<file path="src/rtl/menu_key_controller_pkg.sv">
// Shared page codes, FSM encoding and key-event helpers for the menu key
// controller and the display-side consumers of Selector.
package menu_key_controller_pkg;

    // Page codes understood by the seven-segment multiplexer and counters.
    localparam logic [7:0] PAGE_CLOCK       = 8'd0;
    localparam logic [7:0] PAGE_PERSON      = 8'd4;
    localparam logic [7:0] PAGE_AREA        = 8'd5;
    localparam logic [7:0] PAGE_LAST        = 8'd7;
    localparam logic [7:0] PAGE_EDIT_PERSON = 8'd20;
    localparam logic [7:0] PAGE_EDIT_AREA   = 8'd21;

    // Two-state page FSM: browsing pages 0..7 or editing page 20/21.
    typedef enum logic {
        ST_BROWSE = 1'b0,
        ST_EDIT   = 1'b1
    } page_state_e;

    // The single key event that acts in a cycle after priority resolution.
    typedef enum logic [2:0] {
        EV_NONE  = 3'd0,
        EV_ENTER = 3'd1,
        EV_NEXT  = 3'd2,
        EV_PREV  = 3'd3,
        EV_INC   = 3'd4
    } key_event_e;

    // Enter > Next > Prev > Inc; lower-priority strobes are simply dropped.
    function automatic key_event_e pick_event(input logic enter_p,
                                              input logic next_p,
                                              input logic prev_p,
                                              input logic inc_p);
        key_event_e ev;
        ev = EV_NONE;
        if (enter_p)     ev = EV_ENTER;
        else if (next_p) ev = EV_NEXT;
        else if (prev_p) ev = EV_PREV;
        else if (inc_p)  ev = EV_INC;
        return ev;
    endfunction

    // Step a browse page forward or backward with wrap-around over 0..7.
    function automatic logic [7:0] page_step(input logic [7:0] page,
                                             input logic       forward);
        logic [7:0] res;
        if (forward) res = (page == PAGE_LAST)  ? PAGE_CLOCK : page + 8'd1;
        else         res = (page == PAGE_CLOCK) ? PAGE_LAST  : page - 8'd1;
        return res;
    endfunction

endpackage

</file>
<file path="src/rtl/menu_key_controller_key_debounce.sv">
// One pushbutton: 2-flop synchroniser, stability counter, debounced level
// and a one-cycle press strobe on each released->pressed transition.
module key_debounce
    import menu_key_controller_pkg::*;
#(
    parameter int DEBOUNCE_CYCLES = 500000
) (
    input  logic clk,
    input  logic rst_n,
    input  logic key_n,   // raw, active-low, asynchronous to clk
    output logic level,   // debounced level, 1 = pressed
    output logic press    // one cycle high when level flips to pressed
);

    localparam int CW = (DEBOUNCE_CYCLES > 1) ? $clog2(DEBOUNCE_CYCLES) : 1;
    localparam logic [CW-1:0] CNT_LAST = CW'(DEBOUNCE_CYCLES - 1);

    logic          sync1_q, sync1_d;
    logic          sync2_q, sync2_d;
    logic          level_q, level_d;
    logic [CW-1:0] cnt_q,   cnt_d;
    logic          pressed_now;

    // Synchronise, count consecutive mismatches, flip level when stable long enough.
    // NOTE: every signal written here gets a default first so no path leaves it unassigned, which would infer a latch.
    always_comb begin
        sync1_d     = key_n;
        sync2_d     = sync1_q;
        pressed_now = ~sync2_q;
        level_d     = level_q;
        cnt_d       = '0;
        press       = 1'b0;
        if (pressed_now != level_q) begin
            if (cnt_q == CNT_LAST) begin
                level_d = pressed_now;
                press   = pressed_now;
            end else begin
                cnt_d = cnt_q + CW'(1);
            end
        end
    end

    // State registers; synchroniser resets to the released (high) raw level.
    // NOTE: sequential state uses non-blocking assignments so all flops sample the pre-edge values together.
    always_ff @(posedge clk or negedge rst_n) begin
        if (!rst_n) begin
            // NOTE: resetting the synchroniser to "released" forces a held key to debounce again after reset.
            sync1_q <= 1'b1;
            sync2_q <= 1'b1;
            level_q <= 1'b0;
            cnt_q   <= '0;
        end else begin
            sync1_q <= sync1_d;
            sync2_q <= sync2_d;
            level_q <= level_d;
            cnt_q   <= cnt_d;
        end
    end

    assign level = level_q;

endmodule

</file>
<file path="src/rtl/menu_key_controller.sv">
// Menu key front end: debounces four pushbuttons, runs the browse/edit page
// FSM producing Selector, and generates Increment with auto-repeat in EDIT.
module menu_key_controller
    import menu_key_controller_pkg::*;
#(
    parameter int DEBOUNCE_CYCLES = 500000,
    parameter int HOLD_CYCLES     = 25000000,
    parameter int REPEAT_CYCLES   = 10000000
) (
    input  logic       Clock,
    input  logic       Reset_n,
    input  logic       KeyNext_n,
    input  logic       KeyPrev_n,
    input  logic       KeyEnter_n,
    input  logic       KeyInc_n,
    output logic [7:0] Selector,
    output logic       Increment,
    output logic       Editing
);

    localparam int REP_MAX = (HOLD_CYCLES > REPEAT_CYCLES) ? HOLD_CYCLES : REPEAT_CYCLES;
    localparam int RW      = $clog2(REP_MAX + 1);
    localparam logic [RW-1:0] HOLD_T   = RW'(HOLD_CYCLES);
    localparam logic [RW-1:0] REPEAT_T = RW'(REPEAT_CYCLES);

    logic enter_level, next_level, prev_level, inc_level;
    logic enter_press, next_press, prev_press, inc_press;
    logic unused_levels;

    key_debounce #(.DEBOUNCE_CYCLES(DEBOUNCE_CYCLES)) u_key_enter (
        .clk(Clock), .rst_n(Reset_n), .key_n(KeyEnter_n),
        .level(enter_level), .press(enter_press)
    );
    key_debounce #(.DEBOUNCE_CYCLES(DEBOUNCE_CYCLES)) u_key_next (
        .clk(Clock), .rst_n(Reset_n), .key_n(KeyNext_n),
        .level(next_level), .press(next_press)
    );
    key_debounce #(.DEBOUNCE_CYCLES(DEBOUNCE_CYCLES)) u_key_prev (
        .clk(Clock), .rst_n(Reset_n), .key_n(KeyPrev_n),
        .level(prev_level), .press(prev_press)
    );
    key_debounce #(.DEBOUNCE_CYCLES(DEBOUNCE_CYCLES)) u_key_inc (
        .clk(Clock), .rst_n(Reset_n), .key_n(KeyInc_n),
        .level(inc_level), .press(inc_press)
    );

    // Enter/Next/Prev act only on their press strobe; their held level is not needed.
    assign unused_levels = enter_level ^ next_level ^ prev_level;

    page_state_e   state_q, state_d;
    logic [7:0]    selector_q, selector_d;
    logic          increment_q, increment_d;
    logic          editing_q, editing_d;
    logic          rep_active_q, rep_active_d;   // auto-repeat armed by an Inc press in EDIT
    logic          repeating_q, repeating_d;     // past the initial hold delay
    logic [RW-1:0] rep_cnt_q, rep_cnt_d;         // cycles since the last Increment event
    logic [RW-1:0] rep_target;
    logic          inc_accept;
    key_event_e    key_event;

    assign key_event  = pick_event(enter_press, next_press, prev_press, inc_press);
    assign rep_target = repeating_q ? REPEAT_T : HOLD_T;

    // Page FSM next-state, Increment generation and auto-repeat timing.
    always_comb begin
        state_d      = state_q;
        selector_d   = selector_q;
        increment_d  = 1'b0;
        rep_active_d = rep_active_q;
        repeating_d  = repeating_q;
        rep_cnt_d    = rep_cnt_q;
        inc_accept   = 1'b0;

        unique case (state_q)
            ST_BROWSE: begin
                case (key_event)
                    EV_ENTER: begin
                        if (selector_q == PAGE_PERSON) begin
                            selector_d = PAGE_EDIT_PERSON;
                            state_d    = ST_EDIT;
                        end else if (selector_q == PAGE_AREA) begin
                            selector_d = PAGE_EDIT_AREA;
                            state_d    = ST_EDIT;
                        end
                    end
                    EV_NEXT: selector_d = page_step(selector_q, 1'b1);
                    EV_PREV: selector_d = page_step(selector_q, 1'b0);
                    default: ;
                endcase
            end
            ST_EDIT: begin
                case (key_event)
                    EV_ENTER: begin
                        selector_d = (selector_q == PAGE_EDIT_AREA) ? PAGE_AREA : PAGE_PERSON;
                        state_d    = ST_BROWSE;
                    end
                    EV_INC:  inc_accept = 1'b1;
                    default: ;
                endcase
            end
        endcase

        if (inc_accept) begin
            increment_d  = 1'b1;
            rep_active_d = 1'b1;
            repeating_d  = 1'b0;
            rep_cnt_d    = RW'(1);
        end else if (rep_active_q) begin
            if (!inc_level || (selector_d != selector_q) || (state_d != ST_EDIT)) begin
                rep_active_d = 1'b0;
                repeating_d  = 1'b0;
                rep_cnt_d    = '0;
            end else if (rep_cnt_q == rep_target) begin
                increment_d = 1'b1;
                repeating_d = 1'b1;
                rep_cnt_d   = RW'(1);
            end else begin
                rep_cnt_d = rep_cnt_q + RW'(1);
            end
        end

        editing_d = (state_d == ST_EDIT);
    end

    // Output and control registers; all outputs come straight from these flops.
    always_ff @(posedge Clock or negedge Reset_n) begin
        if (!Reset_n) begin
            state_q      <= ST_BROWSE;
            selector_q   <= PAGE_CLOCK;
            increment_q  <= 1'b0;
            editing_q    <= 1'b0;
            rep_active_q <= 1'b0;
            repeating_q  <= 1'b0;
            rep_cnt_q    <= '0;
        end else begin
            state_q      <= state_d;
            selector_q   <= selector_d;
            increment_q  <= increment_d;
            editing_q    <= editing_d;
            rep_active_q <= rep_active_d;
            repeating_q  <= repeating_d;
            rep_cnt_q    <= rep_cnt_d;
        end
    end

    assign Selector  = selector_q;
    assign Increment = increment_q;
    assign Editing   = editing_q;

endmodule

</file>
<file path="config.mk">
export PLATFORM = sky130hd
export DESIGN_NAME = menu_key_controller
export DESIGN_NICKNAME = d
export VERILOG_FILES = /design/src/rtl/menu_key_controller_pkg.sv /design/src/rtl/menu_key_controller_key_debounce.sv /design/src/rtl/menu_key_controller.sv
export SDC_FILE = /design/constraint.sdc
export NUM_CORES = 1
export LEC_CHECK = 0
export ABC_AREA = 1
export CAP_MARGIN = 10
export CELL_PAD_IN_SITES_DETAIL_PLACEMENT = 1
export CELL_PAD_IN_SITES_GLOBAL_PLACEMENT = 2
export CORE_AREA = 2 2 134 136
export CTS_BUF_LIST = sky130_fd_sc_hd__clkbuf_2
export CTS_CLUSTER_SIZE = 24
export DETAILED_ROUTE_END_ITERATION = 10
export DIE_AREA = 0 0 136 138
export PLACE_DENSITY_LB_ADDON = 0.08
export SYNTH_ARGS = -nofsm -noshare
export SYNTH_HDL_FRONTEND = slang
export SYNTH_SLANG_ARGS = --single-unit
</file>
<file path="constraint.sdc">
create_clock -name Clock -period 4.45 [get_ports Clock]
set_clock_uncertainty 0.05 [all_clocks]
set_input_delay 1.335 -clock Clock [delete_from_list [all_inputs] [get_ports Clock]]
set_output_delay 1.335 -clock Clock [all_outputs]
set_load 0.03 [all_outputs]
</file>
==> results.sh <==
export IMPL_status="finished clean"
export IMPL_cts_tree="done"
export IMPL_die_area_um2=18800
export IMPL_rsz0062_at_grt="false"
export IMPL_firstDrtPassIters=4
export IMPL_ys_types=45
export IMPL_whs_path_depth=0
export IMPL_synth_area_um2=7130
export IMPL_crit_family="buffers and inverters"
export IMPL_post_cts_setup_buffers=0
export IMPL_fillers=2223
export IMPL_ys_seq_area_frac=0.440
export IMPL_path_buf_inv=1
export IMPL_rows=49
export IMPL_seq_power_share=0.582
export IMPL_hold_viol_final=0
export IMPL_synth_net_count=940
export IMPL_power_leakage_uw=0.00327
export IMPL_start_util=0.406
export IMPL_clock_sinks=125
export IMPL_port_buffers=15
export IMPL_worst_pin_slew_ns=0.858
export IMPL_drt_iter0_markers=254
export IMPL_clkTransAtPathRegs_ns=0.19
export IMPL_final_max_slew_viol_count=0
export IMPL_crit_path_start_kind="flip-flop"
export IMPL_htree_levels=4
export IMPL_cpPeakStageDelay_ns=0.78
export IMPL_p_int_uw=1490
export IMPL_slew_headroom=0.427
export IMPL_ctsResizeCount=0
export IMPL_slowest_stage="clkdlybuf4s50_1"
export IMPL_drt_antenna_violating_nets=0
export IMPL_antennaDiodeCount=0
export IMPL_critical_path_max_fanout=10
export IMPL_layout_common_cells="nand2_1, nor2_1, inv_1"
export IMPL_pwr_share_clk=0.384
export IMPL_pin_count=16
export IMPL_place_congestion=0.841
export IMPL_core_area_um2=17500
export IMPL_end_kind="primary output"
export IMPL_die_height_um=138
export IMPL_fin_nets=963
export IMPL_grt_use_total=0.207
export IMPL_overflow=0
export IMPL_cp_required_ns=3.06
export IMPL_vias=6129
export IMPL_avgSynthCellArea_um2=7.71
export IMPL_yosysWarnings=0
export IMPL_drive_gt1_frac=0.0906
export IMPL_critPathKind="flip-flop to primary output"
export IMPL_pwr_share_comb=0.033
export IMPL_wl_um=18400
export IMPL_cts_buffer_depth=2
export IMPL_swShare=0.255
export IMPL_ys_flop_type="dfrtp_1"
export IMPL_maxCapViolCount=0
export IMPL_die_w_um=136
export IMPL_ys_top_cells_by_area="dfrtp_1, nand2_1, nor2_1"
export IMPL_irDropWorstVdd_mv=0.194
export IMPL_crit_arrival_ns=2.11
export IMPL_synth_cells=924
export IMPL_antenna_found_initial=0
export IMPL_grt_start_max_net_pins=60
export IMPL_routed_via_density=5.15
export IMPL_synth_top_cell_area_share=0.411
export IMPL_r2r_cells=13
export IMPL_clk_latency_ns=0.72
export IMPL_path_cells="clkdlybuf4s50_1"
export IMPL_switchingPower_uw=509
export IMPL_area_growth_pct=8.97
export IMPL_grt_pass1_wl_um=31300
export IMPL_fmax_mhz=286
export IMPL_period_needed_ns=3.50
export IMPL_finalPower_uw=1990
export IMPL_grt_pass1_vias=6526
export IMPL_clockRootBuffer="clkbuf_2"
export IMPL_hold_buffers=0
export IMPL_hpwlAfterDp_um=13600
export IMPL_p_per_area_nw_per_um2=257
export IMPL_drcViolationCount=0
export IMPL_cts_buffers=17
export IMPL_synth_edf_count=0
export IMPL_layout_commonest_cell="nand2_1"
export IMPL_period_share=0.786
export IMPL_worst_path_stages=1
export IMPL_routedWlPerCell_um=15.5
export IMPL_synth_seq_cells=125
export IMPL_min_path_type="flip-flop to flip-flop"
export IMPL_ys_async_sr_fraction=1.00
export IMPL_setup_viol=0
export IMPL_fin_tns_setup_ns=0
export IMPL_synth_top_cell_by_area="dfrtp_1"
final cells by class:
type	instances	area, µm²	area share
Clock inverter	12	146	0.0188
Inverter	138	518	0.0667
Timing Repair Buffer	17	175	0.0226
Tap cell	229	287	0.0369
Multi-Input combinational cell	648	3400	0.438
Sequential cell	125	3140	0.404
Clock buffer	20	100	0.0129
synthesized netlist by cell type, drive strengths merged (13+ instances only):
library cell / instances
dfrtp: 117
nor2: 147
nor3b: 13
a21oi: 40
xor2: 41
o21ai: 51
nor3: 56
nand2: 159
nand4: 21
nand3: 77
inv: 133
stage by stage:
| step | util | instances | hold WS, ns | setup slack (ns) | instance area [µm²] |
|---|---|---|---|---|---|
| floorplan | - | 924 | 0.295 | 2.18 | 7130 |
| global placement | 0.429 | 1157 | 0.296 | 1.62 | 7520 |
| detailed placement | 0.429 | 1157 | 0.298 | 1.55 | 7520 |
| CTS | 0.443 | 1189 | 0.323 | 0.881 | 7770 |
| global route | 0.443 | 1189 | 0.329 | 0.772 | 7770 |
| finish | 0.443 | 1189 | 0.321 | 0.953 | 7770 |
sequential cells by signal, indices dropped and copies added, names as in the netlist, 8 cells and up:
| signal | count |
|---|---|
| u_key_enter.cnt_q | 19 |
| u_key_inc.cnt_q | 19 |
| u_key_prev.cnt_q | 19 |
| rep_cnt_q | 25 |
| u_key_next.cnt_q | 19 |
| Selector | 8 |
metal layers:
metal / routed length (µm) / vias up / track usage / share of wire
met5: 0 / - / 0 / 0
met4: 239 / 0 / 0.0565 / 0.013
met3: 466 / 18 / 0.0418 / 0.025
met2: 9060 / 51 / 0.356 / 0.49
met1: 8610 / 3007 / 0.264 / 0.47
li1: - / 3053 / - / -
power by group through the flow:
stage	clock network [µW]	logic (µW)	registers [µW]
after floorplan	0	28.7	1180
after global placement	0	67.0	1180
after detailed placement	0	69.9	1180
after CTS	797	70.2	1160
after global routing	859	78.2	1160
final	767	66.4	1160
worst paths after layout:
kind	from	end	slack [ns]
worst max-delay path	Selector[2]	Selector[2]	0.95
worst min-delay path	u_key_inc.sync1_q	u_key_inc.sync2_q	0.32
worst max register to register	u_key_enter.cnt_q[0]	Increment	1.54
worst min register to register	u_key_inc.sync1_q	u_key_inc.sync2_q	0.32
max in group asynchronous	Reset_n	u_key_enter.sync2_q	2.98
min in group asynchronous	Reset_n	u_key_next.level	0.47
cells by family after synthesis:
group,count (synthesis),share of synthesized area
and+or+nand+nor,489,0.325
DFF,125,0.440
xor gates and xnor gates,45,0.0553
AOI/OAI and AO/OA,104,0.0797
buffers and inverters,151,0.0823
adders and majority gates,10,0.0176
Note: power is estimated with default switching activity, not from simulation.
